<file path="config.mk">
export PLATFORM = sky130hd
export DESIGN_NAME = fpga_trng_nibble_sched_flat
export DESIGN_NICKNAME = d
export VERILOG_FILES = /design/src/rtl/fpga_trng_nibble_sched_pkg.sv /design/src/rtl/fpga_trng_nibble_sched_if.sv /design/src/rtl/fpga_trng_nibble_sched_fifo.sv /design/src/rtl/fpga_trng_nibble_sched.sv /design/src/flat_wrapper.sv
export SDC_FILE = /design/constraint.sdc
export NUM_CORES = 1
export LEC_CHECK = 0
export CAP_MARGIN = 20
export CORE_MARGIN = 1
export CORE_UTILIZATION = 64
export CTS_BUF_LIST = sky130_fd_sc_hd__clkbuf_4 sky130_fd_sc_hd__clkbuf_8
export CTS_CLUSTER_DIAMETER = 60
export DETAILED_ROUTE_END_ITERATION = 8
export GPL_TIMING_DRIVEN = 1
export PLACE_DENSITY = 0.86
export SLEW_MARGIN = 20
export SYNTH_ARGS = -nofsm -noshare
export SYNTH_HDL_FRONTEND = slang
export SYNTH_SLANG_ARGS = --single-unit
</file>
<file path="constraint.sdc">
create_clock -name core_clk -period 13.9 [get_ports core_clk]
set_input_delay 2.78 -clock core_clk [delete_from_list [all_inputs] [get_ports core_clk]]
set_output_delay 2.78 -clock core_clk [all_outputs]
set_load 0.005 [all_outputs]
</file>
<file path="src/rtl/fpga_trng_nibble_sched_pkg.sv">
// +---------------------------------------------------------------------------+
// | fpga_trng_pkg : shared types and constants for the TRNG nibble scheduler  |
// | Revision      : 1.0                                                       |
// +---------------------------------------------------------------------------+
`default_nettype none

package fpga_trng_pkg;

  typedef enum logic [1:0] {
    IDLE   = 2'd0,
    COUNT  = 2'd1,
    STARVE = 2'd2
  } trng_sched_state_e;

  localparam int unsigned NIBBLES_PER_WORD = 8;
  localparam int unsigned MIN_DIVIDER      = 2;

  // Terminal count of the interval counter; dividers below the floor are clamped.
  function automatic logic [31:0] expiry_count(input logic [31:0] divider);
    return (divider < MIN_DIVIDER) ? 32'(MIN_DIVIDER - 1) : (divider - 32'd1);
  endfunction

endpackage

`default_nettype wire

</file>
<file path="src/rtl/fpga_trng_nibble_sched_if.sv">
// +---------------------------------------------------------------------------+
// | fpga_trng_nibble_sched_if : config, host push port and Caliptra TRNG side |
// | Revision                  : 1.0                                           |
// +---------------------------------------------------------------------------+
`default_nettype none

interface fpga_trng_nibble_sched_if #(
  parameter int FIFO_DEPTH = 4,
  parameter int DIV_W      = 16
);
  localparam int LVL_W = $clog2(FIFO_DEPTH) + 1;

  logic             cfg_enable;
  logic [DIV_W-1:0] cfg_divider;
  logic             etrng_req;
  logic             wr_valid;
  logic [31:0]      wr_data;
  logic             wr_ready;
  logic [3:0]       itrng_data;
  logic             itrng_valid;
  logic [LVL_W-1:0] fifo_level;
  logic             underflow;
  logic             underflow_clr;

  modport master (
    output cfg_enable, cfg_divider, etrng_req, wr_valid, wr_data, underflow_clr,
    input  wr_ready, itrng_data, itrng_valid, fifo_level, underflow
  );

  modport slave (
    input  cfg_enable, cfg_divider, etrng_req, wr_valid, wr_data, underflow_clr,
    output wr_ready, itrng_data, itrng_valid, fifo_level, underflow
  );

endinterface

`default_nettype wire

</file>
<file path="src/rtl/fpga_trng_nibble_sched_fifo.sv">
// +---------------------------------------------------------------------------+
// | fpga_trng_fifo : synchronous 32-bit word FIFO with full/empty/level       |
// | Revision       : 1.0                                                      |
// +---------------------------------------------------------------------------+
`default_nettype none

module fpga_trng_fifo #(
  parameter int FIFO_DEPTH = 4
) (
  input  logic                          clk_i,
  input  logic                          rst_i,
  input  logic                          push_i,
  input  logic [31:0]                   wdata_i,
  input  logic                          pop_i,
  output logic [31:0]                   rdata_o,
  output logic                          full_o,
  output logic                          empty_o,
  output logic [$clog2(FIFO_DEPTH):0]   level_o
);
  localparam int PTR_W = $clog2(FIFO_DEPTH);
  localparam int LVL_W = PTR_W + 1;

  logic [31:0]      mem_q [FIFO_DEPTH];
  logic [PTR_W-1:0] wr_ptr_q, wr_ptr_d;
  logic [PTR_W-1:0] rd_ptr_q, rd_ptr_d;
  logic [LVL_W-1:0] level_q, level_d;
  logic             do_push, do_pop;

  assign full_o  = (level_q == LVL_W'(FIFO_DEPTH));
  assign empty_o = (level_q == '0);
  assign level_o = level_q;
  assign rdata_o = mem_q[rd_ptr_q];

  // Full is judged on the registered level, so a same-cycle pop never frees a slot early.
  assign do_push = push_i && !full_o;
  assign do_pop  = pop_i && !empty_o;

  always_comb begin
    wr_ptr_d = wr_ptr_q;
    rd_ptr_d = rd_ptr_q;
    level_d  = level_q + LVL_W'(do_push) - LVL_W'(do_pop);
    if (do_push) wr_ptr_d = wr_ptr_q + PTR_W'(1);
    if (do_pop)  rd_ptr_d = rd_ptr_q + PTR_W'(1);
  end

  always_ff @(posedge clk_i) begin
    if (rst_i) begin
      wr_ptr_q <= '0;
      rd_ptr_q <= '0;
      level_q  <= '0;
    end else begin
      wr_ptr_q <= wr_ptr_d;
      rd_ptr_q <= rd_ptr_d;
      level_q  <= level_d;
    end
  end

  always_ff @(posedge clk_i) begin
    if (do_push) mem_q[wr_ptr_q] <= wdata_i;
  end

endmodule

`default_nettype wire

</file>
<file path="src/rtl/fpga_trng_nibble_sched.sv">
// +---------------------------------------------------------------------------+
// | fpga_trng_nibble_sched : serializes host entropy words into paced nibbles |
// | for the Caliptra itrng inputs. Option: FPGA_TRNG_FIB_FALLBACK_EN.         |
// | Revision               : 1.0                                              |
// +---------------------------------------------------------------------------+
`default_nettype none

module fpga_trng_nibble_sched
  import fpga_trng_pkg::*;
#(
  parameter int FIFO_DEPTH = 4,
  parameter int DIV_W      = 16
) (
  input  logic                       core_clk,
  input  logic                       core_rst,
  fpga_trng_nibble_sched_if.slave    bus
);

  trng_sched_state_e state_q, state_d;
  logic [DIV_W-1:0]  cnt_q, cnt_d;
  logic [31:0]       word_q, word_d;
  logic [3:0]        nib_left_q, nib_left_d;
  logic [3:0]        data_q, data_d;
  logic              valid_q, valid_d;
  logic              underflow_q, underflow_d;

  logic        go, expire, emit, fib_emit, set_underflow, load;
  logic        fifo_full, fifo_empty;
  logic [31:0] fifo_rdata;
  logic [3:0]  fib_nib;

  assign go     = bus.cfg_enable && bus.etrng_req;
  assign expire = (32'(cnt_q) >= expiry_count(32'(bus.cfg_divider)));
  // Words are only pulled out of the FIFO while the scheduler is running.
  assign load   = (nib_left_q == 4'd0) && !fifo_empty && (state_q != IDLE);

  assign bus.wr_ready    = !fifo_full && !core_rst;
  assign bus.itrng_data  = data_q;
  assign bus.itrng_valid = valid_q;
  assign bus.underflow   = underflow_q;

  fpga_trng_fifo #(
    .FIFO_DEPTH (FIFO_DEPTH)
  ) u_fifo (
    .clk_i   (core_clk),
    .rst_i   (core_rst),
    .push_i  (bus.wr_valid && bus.wr_ready),
    .wdata_i (bus.wr_data),
    .pop_i   (load),
    .rdata_o (fifo_rdata),
    .full_o  (fifo_full),
    .empty_o (fifo_empty),
    .level_o (bus.fifo_level)
  );

  always_comb begin
    state_d       = state_q;
    cnt_d         = cnt_q;
    emit          = 1'b0;
    fib_emit      = 1'b0;
    set_underflow = 1'b0;
    if (!go) begin
      state_d = IDLE;
      cnt_d   = '0;
    end else begin
      case (state_q)
        IDLE: begin
          state_d = COUNT;
          cnt_d   = '0;
        end
        COUNT: begin
          if (expire) begin
            cnt_d = '0;
            if (nib_left_q != 4'd0) begin
              emit = 1'b1;
            end else begin
              set_underflow = 1'b1;
`ifdef FPGA_TRNG_FIB_FALLBACK_EN
              fib_emit = 1'b1;
`else
              state_d = STARVE;
`endif
            end
          end else begin
            cnt_d = cnt_q + DIV_W'(1);
          end
        end
        STARVE: begin
          if (nib_left_q != 4'd0) begin
            emit    = 1'b1;
            state_d = COUNT;
            cnt_d   = '0;
          end
        end
        default: state_d = IDLE;
      endcase
    end
  end

  always_comb begin
    word_d      = word_q;
    nib_left_d  = nib_left_q;
    data_d      = data_q;
    valid_d     = 1'b0;
    underflow_d = set_underflow | (underflow_q & ~bus.underflow_clr);
    if (emit) begin
      data_d     = word_q[3:0];
      valid_d    = 1'b1;
      word_d     = {4'h0, word_q[31:4]};
      nib_left_d = nib_left_q - 4'd1;
    end else if (fib_emit) begin
      data_d  = fib_nib;
      valid_d = 1'b1;
    end
    if (load) begin
      word_d     = fifo_rdata;
      nib_left_d = 4'(NIBBLES_PER_WORD);
    end
  end

  always_ff @(posedge core_clk) begin
    if (core_rst) begin
      state_q     <= IDLE;
      cnt_q       <= '0;
      word_q      <= '0;
      nib_left_q  <= '0;
      data_q      <= '0;
      valid_q     <= 1'b0;
      underflow_q <= 1'b0;
    end else begin
      state_q     <= state_d;
      cnt_q       <= cnt_d;
      word_q      <= word_d;
      nib_left_q  <= nib_left_d;
      data_q      <= data_d;
      valid_q     <= valid_d;
      underflow_q <= underflow_d;
    end
  end

`ifdef FPGA_TRNG_FIB_FALLBACK_EN
  logic [3:0] fib_a_q, fib_b_q;

  always_ff @(posedge core_clk) begin
    if (core_rst) begin
      fib_a_q <= 4'd1;
      fib_b_q <= 4'd1;
    end else begin
      fib_a_q <= fib_b_q;
      fib_b_q <= fib_a_q + fib_b_q;
    end
  end

  assign fib_nib = fib_b_q;
`else
  assign fib_nib = 4'h0;
`endif

endmodule

`default_nettype wire

</file>
<file path="src/flat_wrapper.sv">
// flat-port wrapper written by rule: the top's interface ports become plain ports
module fpga_trng_nibble_sched_flat import fpga_trng_pkg::*;
#(
  parameter int FIFO_DEPTH = 4,
  parameter int DIV_W      = 16
)
  (core_clk, core_rst, bus_cfg_enable, bus_cfg_divider, bus_etrng_req, bus_wr_valid, bus_wr_data, bus_underflow_clr, bus_wr_ready, bus_itrng_data, bus_itrng_valid, bus_fifo_level, bus_underflow);
  fpga_trng_nibble_sched_if #(.FIFO_DEPTH(FIFO_DEPTH), .DIV_W(DIV_W)) bus_i ();
  input  logic core_clk;
  input  logic core_rst;
  input wire logic [$bits(bus_i.cfg_enable)-1:0] bus_cfg_enable;
  input wire logic [$bits(bus_i.cfg_divider)-1:0] bus_cfg_divider;
  input wire logic [$bits(bus_i.etrng_req)-1:0] bus_etrng_req;
  input wire logic [$bits(bus_i.wr_valid)-1:0] bus_wr_valid;
  input wire logic [$bits(bus_i.wr_data)-1:0] bus_wr_data;
  input wire logic [$bits(bus_i.underflow_clr)-1:0] bus_underflow_clr;
  output wire logic [$bits(bus_i.wr_ready)-1:0] bus_wr_ready;
  output wire logic [$bits(bus_i.itrng_data)-1:0] bus_itrng_data;
  output wire logic [$bits(bus_i.itrng_valid)-1:0] bus_itrng_valid;
  output wire logic [$bits(bus_i.fifo_level)-1:0] bus_fifo_level;
  output wire logic [$bits(bus_i.underflow)-1:0] bus_underflow;
  assign bus_i.cfg_enable = bus_cfg_enable;
  assign bus_i.cfg_divider = bus_cfg_divider;
  assign bus_i.etrng_req = bus_etrng_req;
  assign bus_i.wr_valid = bus_wr_valid;
  assign bus_i.wr_data = bus_wr_data;
  assign bus_i.underflow_clr = bus_underflow_clr;
  assign bus_wr_ready = bus_i.wr_ready;
  assign bus_itrng_data = bus_i.itrng_data;
  assign bus_itrng_valid = bus_i.itrng_valid;
  assign bus_fifo_level = bus_i.fifo_level;
  assign bus_underflow = bus_i.underflow;
  fpga_trng_nibble_sched #(.FIFO_DEPTH(FIFO_DEPTH), .DIV_W(DIV_W)) u_core (.core_clk(core_clk), .core_rst(core_rst), .bus(bus_i));
endmodule
</file>
==> metrics, run 1 <==
destination of the worst hold path=u_core.bus.itrng_data[3]$_SDFFE_PP0P_; VDD IR-drop max=100 µV; clock buffers created by TritonCTS=17; relative slew slack=0.379; startpoint of the most critical hold path=u_core.bus.itrng_data[3]$_SDFFE_PP0P_; kind of launch point of the worst setup path=input port; class of the most critical hold timing path=reg2reg; fraction of final layout cells with drive strength greater than 1=0.165; CP Cell Sequence=clkdlybuf4s50_1 > or4_4 > or4_1 > or2_1 > nor3_1 > xor2_1 > nand2_1 > ha_1 > nand4_2 > or3_4 > a2111oi_4 > or4_1 > nand2_2 > a2111oi_2; Post-DRT Antenna Nets=0; setup slack at placement=5.85 ns; main flop type after synthesis=sky130_fd_sc_hd__edfxtp_1; Max Fclk=131 MHz; status=finished, final reports clean; Netlist cell types=59; CP max-delay cell=sky130_fd_sc_hd__nand2_2; logic depth of the worst path, buffers included=14; Starting DRT DRC Count=423; largest stage delay on the critical path=0.59 ns; peak-usage layer in the global routing report=met2; Finish-stage setup viols=0; relative area change from synthesis to final layout=13.3%; total global routing overflow=0; number of max-cap violations=0; overall power=1.18 mW; post-CTS setup repair buffer count=0; area share of the leading cell type in the synthesized netlist=0.435; post-detailed-routing wire length=16.9 mm; count of inserted antenna diode cells=0; post-cts hold buffer count=0; RePlAce Congestion=0.943; Boundary Pins=64; nets in the synthesized netlist=749; chip width=119 µm; die area=0.0143 mm²; number of warnings reported in the yosys synthesis log=0; setup repair after global routing missed its margin=false; chip height=119 µm; critical path capture point type=flip-flop; share of synthesized flip-flops with an asynchronous set or reset=0; count of final max-slew check failures=0; post-synthesis instance total=665; CP max FO=30; leading area contributor after synthesis=sky130_fd_sc_hd__edfxtp_1; Worst path most repeated cell=sky130_fd_sc_hd__or4_1; via density per instance=6.16; Clock Latency Late Sink=0.46 ns; total count of hold-check failures in the final report=0; via total after detailed routing=5599; number of global-route vias before repair=5812; post-detailed-placement cell area=0.00957 mm²; post-detailed-placement half-perimeter wirelength=11.4 mm; part of the cycle the worst path needs=0.548; row count=42; global-route usage over all layers=0.253; drt pass-1 iters=5; register-to-register path setup slack=10.09 ns; areal power density over the cells=118 mW/mm²; PortBufs=63; largest cells by area after synthesis=sky130_fd_sc_hd__edfxtp_1 44%, sky130_fd_sc_hd__dfxtp_1 16%, sky130_fd_sc_hd__mux4_2 8.2%, sky130_fd_sc_hd__a2111oi_2 4.8%, sky130_fd_sc_hd__ha_1 4.1%; Fin Setup TNS=0 ns; core area=0.0133 mm²; Post-synth EDFFs=128; post-layout instance count excluding filler cells=909; path type of the worst setup path=in2reg; met1 layer usage reported by global route=0.306; H-tree depth=4; final worst clock skew=0.0149 ns; final period demand of the worst path=7.62 ns; antenna violations before repair=0; Routed wire per std cell=18.6 µm; routing usage on met2=0.447; met3 Usage GRT=0.0450; buffer depth of the longest clock path=2; clock sinks=197; worst endpoint required time=14.25 ns; dominant delay contributor by cell family on the critical path=simple AND/OR/NAND/NOR gates; cell leakage power=3.30 nW; Placed Instances=877; arrival time of data at the critical path endpoint=7.97 ns; final design area excluding fillers=0.0100 mm²; Post-CTS Resized=0; area of the mapped netlist=0.00883 mm²; wire length of the first global-routing pass=27.8 mm; CTS tree=yes; RR Endpoint=u_core.u_fifo.level_o[2]$_SDFF_PP0_; Seq/Total Area, Yosys=0.592; worst reg2reg startpoint=u_core.nib_left_q[1]$_SDFFE_PP0P_; library cell used as clock root buffer=sky130_fd_sc_hd__clkbuf_8; Cells on Worst Hold Path=2; effective utilization at floorplan=0.661; maximum number of pins on one net before global-route repair=54; total DRC errors in the routed layout=0; WP buf/inv=1; post-route setup slack=6.28 ns; Total Nets Final=804; Clock Pin Slew Worst Setup and Hold Paths=0.09 ns; flops & latches, synth=197; Worst Max-Slew Pin Slew=0.928 ns; Reg2Reg Depth=12; mean area per synthesized cell=13.3 µm²
[where the power goes]
group / switching [mW] / internal [mW] / total, mW
registers: 0.0140 / 0.655 / 0.669
logic: 0.0632 / 0.0632 / 0.126
clock network: 0.200 / 0.182 / 0.382
[Yosys cell counts, drive strengths merged, types with 2 or more instances]
cell type / number
xnor2: 9
a21o: 4
or3: 6
nor2: 85
a2111oi: 31
o2111ai: 4
inv: 21
ha: 29
and2: 2
a21oi: 21
nor4: 5
o31ai: 6
clkbuf: 18
o21a: 2
or2: 5
nand3: 19
nand2b: 3
or3b: 2
mux4: 32
nor3: 39
edfxtp: 128
nand2: 40
o21ai: 12
buf: 17
and3: 10
nand4: 6
or4: 7
xor2: 18
dfxtp: 69
[registers in the layout, indices dropped and copies added (netlist names), named ones only]
name                    flops
u_core.cnt_q               16
u_core.bus.itrng_valid      1
u_core.u_fifo.mem_q       128
u_core.u_fifo.wr_ptr_q      2
u_core.u_fifo.rd_ptr_q      2
u_core.u_fifo.level_o       3
u_core.bus.underflow        1
u_core.bus.itrng_data       4
u_core.state_q              2
u_core.word_q              32
u_core.nib_left_q           4
[worst register-to-register path, cell delays in order, from the launching register on]
cell and delay (ns):
sky130_fd_sc_hd__dfxtp_1 0.32, sky130_fd_sc_hd__inv_1 0.11, sky130_fd_sc_hd__ha_1 0.18, sky130_fd_sc_hd__or3b_1 0.43, sky130_fd_sc_hd__or3_2 0.79, sky130_fd_sc_hd__inv_2 0.65
sky130_fd_sc_hd__ha_1 0.36, sky130_fd_sc_hd__inv_1 0.06, sky130_fd_sc_hd__ha_1 0.14, sky130_fd_sc_hd__inv_1 0.05, sky130_fd_sc_hd__fa_1 0.38, sky130_fd_sc_hd__xnor2_1 0.16
sky130_fd_sc_hd__nor2_1 0.05
[through the flow]
step	utilization	hold slack, ns
floorplan	-	0.448
global placement	0.717	0.462
detailed placement	0.717	0.465
CTS	0.749	0.483
global route	0.749	0.517
finish	0.749	0.487
[cells in the final DEF (no fill, tap or decap), types with 4 or more instances in the layout]
cell type and instances:
sky130_fd_sc_hd__a2111oi_2 28, sky130_fd_sc_hd__a21o_1 4, sky130_fd_sc_hd__a21oi_1 20, sky130_fd_sc_hd__and3_1 10, sky130_fd_sc_hd__buf_4 8, sky130_fd_sc_hd__clkbuf_8 17, sky130_fd_sc_hd__clkdlybuf4s50_1 62, sky130_fd_sc_hd__dfxtp_1 67
sky130_fd_sc_hd__edfxtp_1 128, sky130_fd_sc_hd__ha_1 29, sky130_fd_sc_hd__inv_1 20, sky130_fd_sc_hd__inv_6 5, sky130_fd_sc_hd__mux4_2 32, sky130_fd_sc_hd__nand2_1 39, sky130_fd_sc_hd__nand3_1 19, sky130_fd_sc_hd__nand4_1 5
sky130_fd_sc_hd__nor2_1 85, sky130_fd_sc_hd__nor3_1 39, sky130_fd_sc_hd__o2111ai_1 4, sky130_fd_sc_hd__o21ai_0 11, sky130_fd_sc_hd__o31ai_1 5, sky130_fd_sc_hd__or3_1 4, sky130_fd_sc_hd__or4_1 6, sky130_fd_sc_hd__xnor2_1 9
sky130_fd_sc_hd__xor2_1 18
[how the worst max path moves through the flow]
| stage | startpoint | end | slack, ns |
|---|---|---|---|
| 3_3_place_gp | bus_cfg_divider[2] | u_core.nib_left_q[1]$_SDFFE_PP0P_ | 6.02 |
| 4_1_cts | bus_cfg_divider[2] | u_core.nib_left_q[1]$_SDFFE_PP0P_ | 6.33 |
| 6_report | bus_cfg_divider[2] | u_core.word_q[27]$_SDFFE_PP0P_ | 6.28 |
| 2_1_floorplan | bus_cfg_divider[5] | u_core.nib_left_q[1]$_SDFFE_PP0P_ | 7.26 |
| 3_5_place_dp | bus_cfg_divider[2] | u_core.nib_left_q[1]$_SDFFE_PP0P_ | 5.85 |
| 5_1_grt | bus_cfg_divider[2] | u_core.word_q[23]$_SDFFE_PP0P_ | 5.93 |
[metal layers]
layer  routed length (µm)  vias to the layer above
met2                 8860                      165
met5                    0                        -
met1                 6930                     2768
met4                  409                        0
met3                  696                       34
li1                     -                     2632
[area by class of cell]
cell class	count	area [µm²]
well taps	176	220
flip-flops and latches	197	5230
clock buffers	17	234
clock inverters	15	188
fillers	835	3350
inverters	21	78.8
multi-input cells	412	3370
repair buffers	71	686
[cells by family after synthesis]
kind of cell / Yosys count / share of synthesized area
AOI/OAI and AO/OA: 90 / 0.101
xor gates and xnor gates: 27 / 0.0268
adders and majority gates: 30 / 0.0434
buffers and inverters: 56 / 0.0285
DFF: 197 / 0.592
muxes: 32 / 0.0816
and+or+nand+nor: 233 / 0.126
Note: power is estimated with default switching activity, not from simulation.
==> run 2: changes to the inputs <==
Settings changed: CORE_UTILIZATION 64 to 61, PLACE_DENSITY 0.86 to 0.82.
Clock period 13.9 ns to 7.1 ns, I/O delays scaled along.
==> metrics, run 2 (synthesis gave the netlist of run 1 again) <==
relative slew slack=0.414 (+0.0348); cell leakage power=3.29 nW (-0.33%); die area=0.0150 mm² (+4.8%); global-route usage over all layers=0.244 (-0.00971); post-detailed-routing wire length=16.9 mm (-0.15%); status=finished, final reports clean; commonest cells after routing, fill and taps aside=128 x sky130_fd_sc_hd__edfxtp_1, 85 x sky130_fd_sc_hd__nor2_1, 67 x sky130_fd_sc_hd__dfxtp_1; Cell Int Power=1.67 mW (+85%); Post-DRT Antenna Nets=0 (unchanged); number of inserted filler cells in the final layout=902 (+8.0%); Routed wire per std cell=18.5 µm (-0.69%); final period demand of the worst path=5.89 ns; library cell used as clock root buffer=sky130_fd_sc_hd__clkbuf_8; effective utilization at floorplan=0.631 (-0.0303); clock network power share=0.305 (-0.019); number of max-cap violations=0 (unchanged); antenna violations before repair=0 (unchanged); H-tree depth=4 (unchanged); Boundary Pins=64 (unchanged); most common library cell in the layout ignoring fill and taps=sky130_fd_sc_hd__edfxtp_1; setup repair after global routing missed its margin=false; post-detailed-placement half-perimeter wirelength=11.3 mm (-1.2%); part of the cycle the worst path needs=0.830; post-layout instance count excluding filler cells=914 (+0.55%); total count of hold-check failures in the final report=0 (unchanged); total global routing overflow=0 (unchanged); kind of launch point of the worst setup path=input port; number of global-route vias before repair=5694 (-2.0%); fraction of final layout cells with drive strength greater than 1=0.168 (+0.00250); proportion of total power due to net switching=0.256 (+0.0208); count of inserted antenna diode cells=0 (unchanged); class of the most critical hold timing path=reg2reg; via density per instance=6.18 (+0.34%); Post-CTS Resized=0 (unchanged); Fin Setup TNS=0 ns (unchanged); areal power density over the cells=225 mW/mm² (+91%); CP max FO=29 (-3.3%); Worst Max-Slew Pin Slew=0.879 ns (-0.0489 ns); path type of the worst setup path=in2reg; Finish-stage setup viols=0 (unchanged); worst endpoint required time=7.46 ns (-6.79 ns); total DRC errors in the routed layout=0 (unchanged); arrival time of data at the critical path endpoint=6.25 ns (-1.72 ns); Placed Instances=882 (+0.57%); clock buffers created by TritonCTS=17 (unchanged); PortBufs=63 (unchanged); drt pass-1 iters=5 (unchanged); max reg flops=128 (unchanged); clock sinks=197 (unchanged); chip height=122 µm (+2.4%); final worst clock skew=0.0142 ns (-0.000704 ns); via total after detailed routing=5649 (+0.89%); Starting DRT DRC Count=439 (+3.8%); Clock Latency Late Sink=0.47 ns (about the same); Total Nets Final=805 (+0.12%); critical path capture point type=flip-flop; maximum number of pins on one net before global-route repair=54 (unchanged); chip width=122 µm (+2.4%); Clock Pin Slew Worst Setup and Hold Paths=0.10 ns (about the same); Multi-input gate area=0.00337 mm² (unchanged); row count=43 (+2.4%); CTS tree=yes; post-cts hold buffer count=0 (unchanged); registers with the highest flip-flop counts=u_core.u_fifo.mem_q x128, u_core.word_q x32, u_core.cnt_q x16; wire length of the first global-routing pass=27.6 mm (-0.40%); FF+latch area=0.00523 mm² (unchanged); largest register by flop count=u_core.u_fifo.mem_q; switching power=0.574 mW (+110%); post-CTS setup repair buffer count=0 (unchanged); overall power=2.24 mW (+91%); VDD IR-drop max=193 µV (+93%); Max Fclk=170 MHz; core area=0.0140 mm² (+4.8%); count of final max-slew check failures=0 (unchanged); buffer depth of the longest clock path=2 (unchanged); relative area change from synthesis to final layout=13.0%; sequential group share of total power=0.583 (+0.015); RePlAce Congestion=0.864 (-8.4%); Comb power frac=0.112 (+0.005)
## run 2: cell types whose count changed in the layout (fill, tap and decap cells not counted), sizes merged
cell | before | now
clkinvlp | 3 | 2
inv | 28 | 30
clkinv | 2 | 4
bufinv | 3 | 0
buf | 9 | 10
## run 2: stage by stage
stage	instance area, µm²	hold slack [ns]	util	worst slack (ns)
final	9970	0.490	0.713	1.21
after global routing	9970	0.517	0.713	0.928
after CTS	9970	0.492	0.713	1.27
after detailed placement	9580	0.474	0.685	0.792
after global placement	9580	0.464	0.685	0.949
after floorplan	8830	0.448	-	1.82
## run 2: cell type report
type,count,share of cell area
clock inverters,15,0.0149
clock buffers,17,0.0235
inverters,21,0.00790
well taps,180,0.0226
multi-input cells,412,0.338
repair buffers,72,0.0695
flip-flops and latches,197,0.524
## run 2: worst paths after layout
kind / slack [ns] / startpoint / to / cells after the start
max: 1.21 / bus_cfg_divider[2] / u_core.word_q[8]$_SDFFE_PP0P_ / 15
min: 0.49 / u_core.word_q[0]$_SDFFE_PP0P_ / u_core.bus.itrng_data[0]$_SDFFE_PP0P_ / 2
max reg2reg: 3.30 / u_core.nib_left_q[1]$_SDFFE_PP0P_ / u_core.u_fifo.level_o[2]$_SDFF_PP0_ / 12
min reg2reg: 0.49 / u_core.word_q[0]$_SDFFE_PP0P_ / u_core.bus.itrng_data[0]$_SDFFE_PP0P_ / 2
## run 2: power groups by stage
stage	clock (mW)	combinational [mW]	sequential [mW]
floorplan	0	0.160	1.33
detailed placement	0	0.251	1.33
global route	0.744	0.275	1.31
CTS	0.696	0.252	1.31
finish	0.684	0.250	1.31
global placement	0	0.241	1.33
## run 2: layer usage
metal | track usage | part of all wire | up-vias
met1 | 0.313 | 0.42 | 2819
met5 | 0 | 0 | -
met4 | 0.0831 | 0.017 | 0
li1 | - | - | 2634
met2 | 0.415 | 0.51 | 171
met3 | 0.0469 | 0.045 | 25
## run 2: worst max-delay path: stages
cell,delay (ns)
sky130_fd_sc_hd__clkdlybuf4s50_1,0.51
sky130_fd_sc_hd__or4_4,0.55
sky130_fd_sc_hd__or4_1,0.53
sky130_fd_sc_hd__or2_1,0.28
sky130_fd_sc_hd__nor3_1,0.18
sky130_fd_sc_hd__xor2_1,0.17
sky130_fd_sc_hd__nand2_1,0.07
sky130_fd_sc_hd__ha_1,0.33
sky130_fd_sc_hd__nand4_2,0.16
sky130_fd_sc_hd__or3_4,0.43
sky130_fd_sc_hd__a2111oi_4,0.47
sky130_fd_sc_hd__or4_1,0.35
sky130_fd_sc_hd__nand2_2,0.12
sky130_fd_sc_hd__buf_4,0.30
sky130_fd_sc_hd__a2111oi_2,0.35
